File: src/rtl/game_pkg.sv
// Shared types, widths and helpers for the Space Invaders game-flow controller.
package game_pkg;

  localparam int unsigned LIVES_W  = 3;
  localparam int unsigned ALIENS_W = 8;
  localparam int unsigned SCORE_W  = 16;

  localparam logic [SCORE_W-1:0] SCORE_MAX = '1;

  typedef enum logic [2:0] {
    ST_IDLE,
    ST_PLAY,
    ST_HIT,
    ST_LOSE,
    ST_WIN
  } game_state_t;

  // Widen by one bit so a carry out can be detected and clamped.
  function automatic logic [SCORE_W-1:0] sat_add(input logic [SCORE_W-1:0] a,
                                                 input logic [SCORE_W-1:0] b);
    logic [SCORE_W:0] sum;
    sum = {1'b0, a} + {1'b0, b};
    return sum[SCORE_W] ? SCORE_MAX : sum[SCORE_W-1:0];
  endfunction

endpackage

File: src/rtl/game_state_ctrl_if.sv
// Gameplay event inputs and game-flow status outputs of game_state_ctrl.
interface game_state_ctrl_if;
  import game_pkg::*;

  logic                start;
  logic                player_hit;
  logic                alien_killed;
  logic                alien_at_bottom;
  logic                loser;
  logic                winner;
  logic                playing;
  logic                freeze;
  logic [LIVES_W-1:0]  lives_left;
  logic [ALIENS_W-1:0] aliens_left;
  logic [SCORE_W-1:0]  score;

  modport master (
    output start, player_hit, alien_killed, alien_at_bottom,
    input  loser, winner, playing, freeze, lives_left, aliens_left, score
  );

  modport slave (
    input  start, player_hit, alien_killed, alien_at_bottom,
    output loser, winner, playing, freeze, lives_left, aliens_left, score
  );

endinterface

File: src/rtl/hold_timer.sv
// Loadable down-counter; done pulses for one cycle when a loaded count has expired.
module hold_timer #(
  parameter int unsigned CNT_W = 21
) (
  input  logic             clk,
  input  logic             rst,
  input  logic             load,
  input  logic [CNT_W-1:0] load_val,
  output logic             done
);

  logic [CNT_W-1:0] cnt_q, cnt_d;
  logic             armed_q, armed_d;

  always_comb begin
    cnt_d   = cnt_q;
    armed_d = armed_q;
    done    = 1'b0;
    if (load) begin
      cnt_d   = load_val;
      armed_d = 1'b1;
    end else if (armed_q) begin
      if (cnt_q == '0) begin
        done    = 1'b1;
        armed_d = 1'b0;
      end else begin
        cnt_d = cnt_q - CNT_W'(1);
      end
    end
  end

  always_ff @(posedge clk or negedge rst) begin
    if (!rst) begin
      cnt_q   <= '0;
      armed_q <= 1'b0;
    end else begin
      cnt_q   <= cnt_d;
      armed_q <= armed_d;
    end
  end

endmodule

File: src/rtl/game_state_ctrl.sv
// Space Invaders game-flow controller: lives, aliens, score and IDLE/PLAY/HIT/LOSE/WIN.
// Define GAME_STATE_SCORE_EN to build the saturating score accumulator; otherwise score reads 0.
module game_state_ctrl
  import game_pkg::*;
#(
  parameter int unsigned NUM_LIVES   = 3,
  parameter int unsigned NUM_ALIENS  = 40,
  parameter int unsigned HIT_HOLD    = 2000000,
  parameter int unsigned KILL_POINTS = 10
) (
  input  logic               clk,
  input  logic               rst,
  game_state_ctrl_if.slave   bus
);

  localparam int unsigned CNT_W = (HIT_HOLD > 1) ? $clog2(HIT_HOLD) : 1;
  localparam logic [CNT_W-1:0]    HOLD_LOAD   = CNT_W'(HIT_HOLD - 1);
  localparam logic [LIVES_W-1:0]  LIVES_INIT  = LIVES_W'(NUM_LIVES);
  localparam logic [ALIENS_W-1:0] ALIENS_INIT = ALIENS_W'(NUM_ALIENS);

  game_state_t         state_q, state_d;
  logic                start_q;
  logic [LIVES_W-1:0]  lives_q, lives_d;
  logic [ALIENS_W-1:0] aliens_q, aliens_d;
  logic                loser_q, winner_q, playing_q, freeze_q;
  logic                start_rise, reload, kill_cnt;
  logic                hold_load, hold_done;

  assign start_rise = bus.start & ~start_q;
  assign reload     = start_rise & (state_q inside {ST_IDLE, ST_LOSE, ST_WIN});
  assign kill_cnt   = bus.alien_killed & (state_q inside {ST_PLAY, ST_HIT});

  // Kills are tallied independently of the transition chosen below, so a kill
  // coinciding with a LOSE or HIT transition still counts.
  always_comb begin
    state_d   = state_q;
    lives_d   = lives_q;
    aliens_d  = aliens_q;
    hold_load = 1'b0;

    if (reload) begin
      lives_d  = LIVES_INIT;
      aliens_d = ALIENS_INIT;
    end else if (kill_cnt && aliens_q != '0) begin
      aliens_d = aliens_q - ALIENS_W'(1);
    end

    unique case (state_q)
      ST_IDLE, ST_LOSE, ST_WIN: begin
        if (start_rise) state_d = ST_PLAY;
      end
      ST_PLAY: begin
        if (bus.alien_at_bottom) begin
          state_d = ST_LOSE;
          lives_d = '0;
        end else if (bus.player_hit && lives_q <= LIVES_W'(1)) begin
          state_d = ST_LOSE;
          lives_d = '0;
        end else if (bus.player_hit) begin
          state_d   = ST_HIT;
          lives_d   = lives_q - LIVES_W'(1);
          hold_load = 1'b1;
        end else if (kill_cnt && aliens_q == ALIENS_W'(1)) begin
          state_d = ST_WIN;
        end
      end
      ST_HIT: begin
        if (bus.alien_at_bottom) begin
          state_d = ST_LOSE;
        end else if (kill_cnt && aliens_q == ALIENS_W'(1)) begin
          state_d = ST_WIN;
        end else if (hold_done) begin
          state_d = ST_PLAY;
        end
      end
      default: state_d = ST_IDLE;
    endcase
  end

  always_ff @(posedge clk or negedge rst) begin
    if (!rst) begin
      state_q   <= ST_IDLE;
      start_q   <= 1'b0;
      lives_q   <= '0;
      aliens_q  <= '0;
      loser_q   <= 1'b0;
      winner_q  <= 1'b0;
      playing_q <= 1'b0;
      freeze_q  <= 1'b0;
    end else begin
      state_q   <= state_d;
      start_q   <= bus.start;
      lives_q   <= lives_d;
      aliens_q  <= aliens_d;
      loser_q   <= (state_d == ST_LOSE);
      winner_q  <= (state_d == ST_WIN);
      playing_q <= (state_d == ST_PLAY) || (state_d == ST_HIT);
      freeze_q  <= (state_d == ST_HIT);
    end
  end

  hold_timer #(
    .CNT_W (CNT_W)
  ) u_hold (
    .clk      (clk),
    .rst      (rst),
    .load     (hold_load),
    .load_val (HOLD_LOAD),
    .done     (hold_done)
  );

`ifdef GAME_STATE_SCORE_EN
  localparam logic [SCORE_W-1:0] KILL_INC = SCORE_W'(KILL_POINTS);

  logic [SCORE_W-1:0] score_q, score_d;

  always_comb begin
    score_d = score_q;
    if (reload) begin
      score_d = '0;
    end else if (kill_cnt) begin
      score_d = sat_add(score_q, KILL_INC);
    end
  end

  always_ff @(posedge clk or negedge rst) begin
    if (!rst) begin
      score_q <= '0;
    end else begin
      score_q <= score_d;
    end
  end

  assign bus.score = score_q;
`else
  assign bus.score = '0;
`endif

  assign bus.loser       = loser_q;
  assign bus.winner      = winner_q;
  assign bus.playing     = playing_q;
  assign bus.freeze      = freeze_q;
  assign bus.lives_left  = lives_q;
  assign bus.aliens_left = aliens_q;

endmodule

File: src/flat_wrapper.sv
// flat-port wrapper written by rule: the top's interface ports become plain ports
module game_state_ctrl_flat import game_pkg::*;
#(
  parameter int unsigned NUM_LIVES   = 3,
  parameter int unsigned NUM_ALIENS  = 40,
  parameter int unsigned HIT_HOLD    = 2000000,
  parameter int unsigned KILL_POINTS = 10
)
  (clk, rst, bus_start, bus_player_hit, bus_alien_killed, bus_alien_at_bottom, bus_loser, bus_winner, bus_playing, bus_freeze, bus_lives_left, bus_aliens_left, bus_score);
  game_state_ctrl_if bus_i ();
  input  logic clk;
  input  logic rst;
  input wire logic [$bits(bus_i.start)-1:0] bus_start;
  input wire logic [$bits(bus_i.player_hit)-1:0] bus_player_hit;
  input wire logic [$bits(bus_i.alien_killed)-1:0] bus_alien_killed;
  input wire logic [$bits(bus_i.alien_at_bottom)-1:0] bus_alien_at_bottom;
  output wire logic [$bits(bus_i.loser)-1:0] bus_loser;
  output wire logic [$bits(bus_i.winner)-1:0] bus_winner;
  output wire logic [$bits(bus_i.playing)-1:0] bus_playing;
  output wire logic [$bits(bus_i.freeze)-1:0] bus_freeze;
  output wire logic [$bits(bus_i.lives_left)-1:0] bus_lives_left;
  output wire logic [$bits(bus_i.aliens_left)-1:0] bus_aliens_left;
  output wire logic [$bits(bus_i.score)-1:0] bus_score;
  assign bus_i.start = bus_start;
  assign bus_i.player_hit = bus_player_hit;
  assign bus_i.alien_killed = bus_alien_killed;
  assign bus_i.alien_at_bottom = bus_alien_at_bottom;
  assign bus_loser = bus_i.loser;
  assign bus_winner = bus_i.winner;
  assign bus_playing = bus_i.playing;
  assign bus_freeze = bus_i.freeze;
  assign bus_lives_left = bus_i.lives_left;
  assign bus_aliens_left = bus_i.aliens_left;
  assign bus_score = bus_i.score;
  game_state_ctrl #(.NUM_LIVES(NUM_LIVES), .NUM_ALIENS(NUM_ALIENS), .HIT_HOLD(HIT_HOLD), .KILL_POINTS(KILL_POINTS)) u_core (.clk(clk), .rst(rst), .bus(bus_i));
endmodule
File: config.mk
export PLATFORM = sky130hd
export DESIGN_NAME = game_state_ctrl_flat
export DESIGN_NICKNAME = d
export VERILOG_FILES = /design/src/rtl/game_pkg.sv /design/src/rtl/game_state_ctrl_if.sv /design/src/rtl/hold_timer.sv /design/src/rtl/game_state_ctrl.sv /design/src/flat_wrapper.sv
export SDC_FILE = /design/constraint.sdc
export NUM_CORES = 1
export LEC_CHECK = 0
export ABC_CLOCK_PERIOD_IN_PS = 3910
export CAP_MARGIN = 20
export CELL_PAD_IN_SITES_DETAIL_PLACEMENT = 0
export CELL_PAD_IN_SITES_GLOBAL_PLACEMENT = 1
export CORE_MARGIN = 1
export CORE_UTILIZATION = 30
export DETAILED_ROUTE_END_ITERATION = 12
export PLACE_DENSITY_LB_ADDON = 0.1
export SLEW_MARGIN = 20
export SYNTH_ARGS = -nofsm -noshare
export SYNTH_HDL_FRONTEND = slang
export SYNTH_HIERARCHICAL = 1
export SYNTH_SLANG_ARGS = --single-unit
File: constraint.sdc
create_clock -name clk -period 3.91 [get_ports clk]
set_input_delay 0.782 -clock clk [delete_from_list [all_inputs] [get_ports clk]]
set_output_delay 0.782 -clock clk [all_outputs]
set_load 0.1 [all_outputs]
==> impl_metrics.ini, run 1 <==
[status]
status = finished, violations left
violations = DRC

[layout]
fill_cells = 919
layout.cells.non_filler = 452
multi_input_area_sq_um = 1610
area_growth_pct = 15.6
ff_latch_area_sq_um = 1030
post-route-util = 0.363
drive_gt1_frac = 0.0901
diodes = 0
final_cell_area_sq_um = 3200
final_nets = 356

[worst_setup_path]
critPathLaunchType = register
crit_path_start = u_core/u_hold/cnt_q[12]
cp_max_fo = 11
timing.rr.start = u_core/u_hold/cnt_q[12]
path_class = register to register
cp.arrival_ns = 3.14
timing.critical_path.to_type = register
worstPathRequired_ns = 4.09

[job]
cap_viol_max_count = 0

[global_route]
grt_pass1_vias = 2222
grt_max_degree = 42
grt_use_total = 0.149
grt-ovfl-total = 0
grt_pass1_wl_mm = 11.5
antenna_found_initial = 0

[yosys]
ys.flop_type = dfrtp_1
ys_seq_elements = 41
synth-edff-count = 0
yosys_warnings = 6
yosys.area.top_type = dfrtp_1
synth_cell_types = 65
async_flop_share = 1.00
synthTopCellsByCount = 41 x dfrtp_1, 28 x nor2_1, 19 x a21oi_1, 18 x inv_1, 17 x buf_4
synth_area_per_cell_sq_um = 8.98
synthCells = 308
synth_top_area_frac = 0.371
ys_seq_area_frac = 0.371
synth_area_sq_um = 2770
yosys.cell_count.top_type = dfrtp_1
synth_area_leaders = dfrtp_1 37%, buf_4 4.6%, nor2_1 3.8%, a21oi_1 3.4%, ha_1 3.2%

[timing]
worst_clock_skew_ns = 0.00596
tns_ns = 0
rsz0062_at_grt = false
min_period_ns = 2.96
finalSetupViolCount = 0
period_share = 0.758
worst_slew_pin_slew_ns = 0.969
hold_viol = 0
maxSlewHeadroom = 0.352
finalMaxSlewViolations = 0
fmax_ghz = 0.337

[power]
power_leakage_nw = 1.28
combinationalPowerShare = 0.532
swShare = 0.513
power_density_nw_per_um2 = 783
p_clk_frac = 0.147
seq_power_share = 0.321
internal-power_mw = 1.22
ir_worst_vdd_mv = 0.351
switching_power_mw = 1.28

[clock_network]
htreeDepth = 2
clk_pin_slew_worst_paths_ns = 0.09
postCtsHoldBufs = 0
clock_path_buffers = 2
clockRootBuffer = clkbuf_8
numCtsBuffers = 5
cts_resized = 0
clkLatencyLatePin_ns = 0.29
cts.sinks = 41
cts_tree = built
cts_setup_buffers = 0

[routing]
via_per_inst = 5.16
ant_nets = 0
wl_per_cell_um = 15.0
wirelength_mm = 6.80
drt_iter0_drc = 93
drt-pass1-iter-count = 8
dr_total_vias = 2331
drc = 2

[placed_design]
gp_congestion = 0.724
numPortBuffers = 20
dpl.hpwl_mm = 4.62
dp_cells = 444
placed_area_sq_um = 3070

[floorplanning]
fp-row-count = 34
die_y_um = 98.0
ios = 37
start_util = 0.314
coreArea_sq_um = 8810
die_w_um = 98.0
die_area_sq_um = 9610

[hold_path]
hold_path.class = input port to async pin
==> placed cells by master, fill, tap and decap left out, types with 3 or more instances in the layout <==
cell,count
nand4_1,4
or3_1,4
a31oi_1,6
ha_1,7
dfrtp_1,41
nor2b_1,6
nand2b_1,5
nand2_1,9
xor2_1,6
o211ai_1,3
o21ai_0,14
nor2_1,28
o22ai_1,10
clkbuf_8,6
or4_1,6
nor4_1,5
o21a_1,3
and3_1,5
nor3_1,8
inv_1,18
a32oi_1,4
clkdlybuf4s50_1,19
o22a_1,3
a21oi_1,19
buf_4,7
o31a_1,4
or2_2,3
a211oi_1,4
conb_1,39
==> final timing paths <==
kind | endpoint | slack [ns] | depth (start not counted)
hold / removal | u_core/bus.aliens_left[2] | 0.48 | 1
max in group asynchronous | u_core/u_hold/cnt_q[3] | 3.04 | 1
hold reg to reg | u_core/u_hold/cnt_q[8] | 0.52 | 2
setup reg to reg | u_core/bus.playing | 0.95 | 7
setup / recovery | u_core/bus.playing | 0.95 | 7
min in group clk | u_core/u_hold/cnt_q[8] | 0.52 | 2
==> kinds of logic (layout without fill, tap and decap cells) <==
group / after synthesis / after routing / share of synthesized area
fa+ha+maj: 7 / 7 / 0.0317
buf+inv: 53 / 52 / 0.101
flops: 41 / 41 / 0.371
mux: 2 / 2 / 0.00724
simple gates: 103 / 103 / 0.223
other cells: 2 / 39 / 0.00271
xor+xnor: 9 / 9 / 0.0312
compound gates: 91 / 91 / 0.233
==> metal layers <==
layer | vias up | GRT usage | part of all wire
li1 | 1146 | - | -
met5 | - | 0 | 0
met2 | 38 | 0.233 | 0.45
met1 | 1145 | 0.214 | 0.52
met4 | 0 | 0.0385 | 0.0072
met3 | 2 | 0.0215 | 0.022
==> worst max-delay path, stage by stage (launching register included) <==
cell and delay [ns]:
dfrtp_1 0.45, or4_1 0.68, or4_4 0.65, nor3_1 0.47, o21bai_1 0.14, a21oi_1 0.19
a211oi_2 0.12, xnor2_1 0.14
==> state kept, by name (all words and copies together), names as in the netlist, 3 cells and up <==
signal	cells
u_core/bus.aliens_left	8
u_core/u_hold/cnt_q	21
u_core/bus.lives_left	3
u_core/state_q	3
==> through the flow <==
stage | power, mW | worst slack, ns | hold slack [ns]
after CTS | 2.53 | 0.933 | 0.528
after global placement | 2.15 | 0.774 | 0.511
after floorplan | 1.87 | 0.658 | 0.480
after detailed placement | 2.15 | 0.715 | 0.515
after global routing | 2.69 | 0.741 | 0.510
final | 2.50 | 0.945 | 0.481
==> area by class of cell <==
class                      count  area share
sequential                    41       0.321
clock inverter                 2      0.0117
multi-input combinational    251       0.502
timing repair buffer          26      0.0759
inverter                      18      0.0211
clock buffer                   6      0.0258
tap                          108      0.0423
==> power groups by stage <==
stage / Combinational, mW / Clock, mW / Sequential [mW]
floorplan: 0.762 / 0 / 1.10
finish: 1.33 / 0.368 / 0.803
CTS: 1.34 / 0.384 / 0.802
detailed placement: 1.34 / 0 / 0.807
global route: 1.45 / 0.402 / 0.837
global placement: 1.34 / 0 / 0.813
Power figures use the tool's default switching activity.
==> run 2, diff against run 1 <==
- ABC_CLOCK_PERIOD_IN_PS: 3910 -> 2410
- clock period: 3.91 -> 2.41 ns (I/O delays scaled with it)
==> impl_metrics.ini, run 2 (same netlist as run 1, synthesis figures left out) <==
[worst_setup_path]
r2r_slack_ns = 0.09
timing.critical_path.to_type = register
path_class = register to register
cp_top_family = simple AND/OR/NAND/NOR gates
critPathBufInv = 0
worstPathCellList = or3_1 > or4_4 > nor3_4 > o21bai_1 > a21oi_1 > a211oi_2 > xnor2_1
max_stage_delay_ns = 0.62
worstPathRequired_ns = 2.59
critPathLaunchType = register
cpMaxStageDelayCell = or4_4
cp_max_fo = 7
cp.arrival_ns = 2.50

[routing]
drt-pass1-iter-count = 8
via_per_inst = 4.93
dr_total_vias = 2413
wl_per_cell_um = 14.3
drt_iter0_drc = 118
drc = 6
ant_nets = 0
wirelength_mm = 6.98

[timing]
finalSetupViolCount = 0
whs_ns = 0.244
maxSlewHeadroom = 0.630
worst_slew_pin_slew_ns = 0.549
hold_viol = 0
worst_clock_skew_ns = 0.00485
fmax_ghz = 0.430
period_share = 0.965
finalMaxSlewViolations = 0
rsz0062_at_grt = true
setup_slack_ns = 0.0852
min_period_ns = 2.32

[floorplanning]
start_util = 0.314
die_w_um = 98.0
ios = 37
die_y_um = 98.0
die_area_sq_um = 9610
coreArea_sq_um = 8810
fp-row-count = 34

[power]
ir_worst_vdd_mv = 0.431
power_density_nw_per_um2 = 1260
power_mw = 4.45
power_leakage_nw = 1.50

[clock_network]
clock_path_buffers = 2
numCtsBuffers = 5
postCtsHoldBufs = 0
cts_tree = built
htreeDepth = 2
clk_pin_slew_worst_paths_ns = 0.09
cts.sinks = 41
clockRootBuffer = clkbuf_8
clkLatencyLatePin_ns = 0.30

[placed_design]
dp_cells = 478
gp_congestion = 0.762
placed_area_sq_um = 3370
dpl.hpwl_mm = 5.07
numPortBuffers = 20
dp_slack_ns = -0.0844

[global_route]
grt_max_degree = 42
grt_pass1_wl_mm = 11.9
grt_pass1_vias = 2288
grt_use_total = 0.156
grt-ovfl-total = 0
antenna_found_initial = 0

[layout]
final_common_cell = buf_4
area_growth_pct = 27.4
final_nets = 393
diodes = 0
layout.cells.non_filler = 489
regMostFlops = u_core/u_hold/cnt_q
largest_reg_flops = 21
fill_cells = 915
drive_gt1_frac = 0.241
final_cell_mix = 55 x buf_4, 39 x conb_1, 39 x dfrtp_1
final_cell_area_sq_um = 3520

[job]
cap_viol_max_count = 0

[status]
violations = DRC
status = finished, violations left

[hold_path]
hold_path.class = input port to async pin
-- run 2: where the power goes --
part,switching [mW],internal (mW)
Clock,0.272,0.311
Sequential,0.229,0.972
Combinational,1.71,0.956
-- run 2: per-layer routing --
layer / share of wire / track usage
met5: 0 / 0
met4: 0.0076 / 0.0385
met3: 0.034 / 0.0265
met2: 0.49 / 0.262
met1: 0.47 / 0.209
-- run 2: path summary, 6_finish.rpt --
kind / start / depth (start not counted) / end
max in group asynchronous: rst / 2 / u_core/bus.lives_left[1]
max: u_core/u_hold/cnt_q[7] / 7 / u_core/bus.playing
min in group clk: u_core/u_hold/cnt_q[8] / 2 / u_core/u_hold/cnt_q[8]
max reg2reg: u_core/u_hold/cnt_q[7] / 7 / u_core/bus.playing
min: rst / 2 / u_core/bus.aliens_left[4]
min reg2reg: u_core/u_hold/cnt_q[8] / 2 / u_core/u_hold/cnt_q[8]
-- run 2: area by class of cell --
| cell class | count | area (sq um) | share of cell area |
|---|---|---|---|
| multi-input combinational | 251 | 1660 | 0.471 |
| sequential | 41 | 1030 | 0.293 |
| timing repair buffer | 63 | 509 | 0.144 |
| tap | 108 | 135 | 0.0383 |
| inverter | 18 | 70.1 | 0.0199 |
| clock buffer | 5 | 68.8 | 0.0195 |
| clock inverter | 3 | 46.3 | 0.0131 |
-- run 2: through the flow --
step	TNS [ns]	utilization
2_1_floorplan	-0.723	-
3_3_place_gp	-0.0733	0.382
3_5_place_dp	-0.155	0.382
4_1_cts	0	0.396
5_1_grt	-0.0999	0.400
6_report	0	0.400
-- run 2: repair_timing --
| action | in CTS | in global routing |
|---|---|---|
| pin swaps | 0 | 3 |
| setup endpoints to repair | 2 | 6 |
| gates resized for setup | 1 | 4 |
| buffers inserted | 0 | 3 |
-- run 2: worst register-to-register path, delay by kind of cell, from the launching register on --
family | cells | cell delay [ns]
and+or+nand+nor | 3 | 1.31
AOI/OAI and AO/OA | 3 | 0.34
DFF | 1 | 0.42
xor gates and xnor gates | 1 | 0.14
==> run 3, diff against run 2 <==
- CELL_PAD_IN_SITES_DETAIL_PLACEMENT: 0 -> default
- CELL_PAD_IN_SITES_GLOBAL_PLACEMENT: 1 -> default
- PLACE_DENSITY_LB_ADDON: 0.1 -> default
==> impl_metrics.ini, run 3 (same netlist as run 1, synthesis figures left out) <==
[routing]
ant_nets = 0
wl_met1_mm = 3.03
drc = 6
highest_layer = met4
drt_iter0_drc = 117
wl_per_cell_um = 13.4
drt-pass1-iter-count = 9
via_per_inst = 5.01
dr_total_vias = 2431
wirelength_mm = 6.49
wl_met3_um = 242
wl_met2_mm = 3.19

[layout]
fill_cells = 855
final_cell_mix = 53 x buf_4, 39 x conb_1, 39 x dfrtp_1
multi_input_area_sq_um = 1670
final_nets = 389
ff_latch_area_sq_um = 1030
final_common_cell = buf_4
diodes = 0
drive_gt1_frac = 0.236
area_growth_pct = 26.1
largest_reg_flops = 21
regMostFlops = u_core/u_hold/cnt_q

[global_route]
grt_pass1_wl_mm = 11.1
grt_max_degree = 20
grt-ovfl-total = 0
antenna_found_initial = 0
grt_use_total = 0.141
grt_pass1_vias = 2350

[clock_network]
cts.sinks = 41
clock_path_buffers = 2
cts_tree = built
clkLatencyLatePin_ns = 0.29
clockRootBuffer = clkbuf_8
numCtsBuffers = 5
postCtsHoldBufs = 0
clk_pin_slew_worst_paths_ns = 0.09
htreeDepth = 2

[floorplanning]
coreArea_sq_um = 8810
die_area_sq_um = 9610
die_y_um = 98.0
ios = 37
start_util = 0.314
die_w_um = 98.0
fp-row-count = 34

[placed_design]
gp_congestion = 0.798
numPortBuffers = 20
dpl.hpwl_mm = 4.88
dp_slack_ns = -0.124

[timing]
setup_slack_ns = 0.0948
min_period_ns = 2.32
fmax_ghz = 0.432
whs_ns = 0.0477
maxSlewHeadroom = 0.635
finalSetupViolCount = 0
period_share = 0.961
worst_clock_skew_ns = 0.00638
worst_slew_pin_slew_ns = 0.543
rsz0062_at_grt = false
finalMaxSlewViolations = 0
hold_viol = 0

[status]
status = finished, violations left
violations = DRC

[worst_setup_path]
critPathLaunchType = register
timing.critical_path.to_type = register
path_class = register to register
worstPathRequired_ns = 2.62
cp.arrival_ns = 2.53
cp_max_fo = 6

[power]
power_leakage_nw = 1.48
power_density_nw_per_um2 = 1260
ir_worst_vdd_mv = 0.472

[hold_path]
hold_path.class = input port to async pin

[job]
cap_viol_max_count = 0
[run 3: critical path, cell delays in order (launching register included)]
cell and delay, ns:
dfrtp_1 0.38, or4_1 0.58, buf_4 0.19, or4_4 0.51, or4_1 0.41, o211ai_1 0.17
[run 3: area by class of cell]
type                            count  area share
Multi-Input combinational cell    251       0.478
Sequential cell                    41       0.296
Timing Repair Buffer               59       0.133
Tap cell                          108      0.0388
Clock buffer                        6      0.0237
Inverter                           18      0.0194
Clock inverter                      2      0.0108
[run 3: path summary, 6_finish.rpt]
path                                              from                      end  slack (ns)  cells after the start
worst max-delay path            u_core/u_hold/cnt_q[5]  u_core/u_hold/cnt_q[16]        0.09                      5
worst max register to register  u_core/u_hold/cnt_q[5]  u_core/u_hold/cnt_q[16]        0.09                      5
worst min-delay path                               rst  u_core/u_hold/cnt_q[18]        0.05                      1
max in group asynchronous                          rst  u_core/u_hold/cnt_q[13]        1.84                      2
min in group clk                u_core/u_hold/cnt_q[8]   u_core/u_hold/cnt_q[8]        0.52                      2
worst min register to register  u_core/u_hold/cnt_q[8]   u_core/u_hold/cnt_q[8]        0.52                      2
[run 3: repair_timing]
item                       in CTS  in global routing
pin swaps                       0                  2
gates cloned                    0                  0
setup endpoints to repair       1                  5
resized for setup               1                  3
setup buffers                   0                  1
[run 3: layer usage]
layer	up-vias	GRT usage
met3	6	0.0243
met1	1165	0.181
met5	-	0
met2	48	0.246
met4	0	0.0350
li1	1212	-
[run 3: report_power, final]
group	leakage, nW	total (mW)	switching [mW]	internal (mW)
Combinational	0.937	2.57	1.67	0.899
Clock	0.0574	0.592	0.255	0.337
Sequential	0.483	1.22	0.244	0.972
Total	1.48	4.38	2.17	2.21
[run 3: per-stage QoR]
| stage | cell area [sq um] | power [mW] | setup TNS (ns) | cells | utilization |
|---|---|---|---|---|---|
| 6_report | 3490 | 4.38 | 0 | 485 | 0.396 |
| 5_1_grt | 3490 | 4.68 | 0 | 485 | 0.396 |
| 4_1_cts | 3460 | 4.39 | 0 | 484 | 0.393 |
| 3_5_place_dp | 3340 | 3.77 | -0.471 | 476 | 0.379 |
| 3_3_place_gp | 3340 | 3.74 | -0.214 | 476 | 0.379 |
| 2_1_floorplan | 2970 | 3.10 | -0.723 | 345 | - |
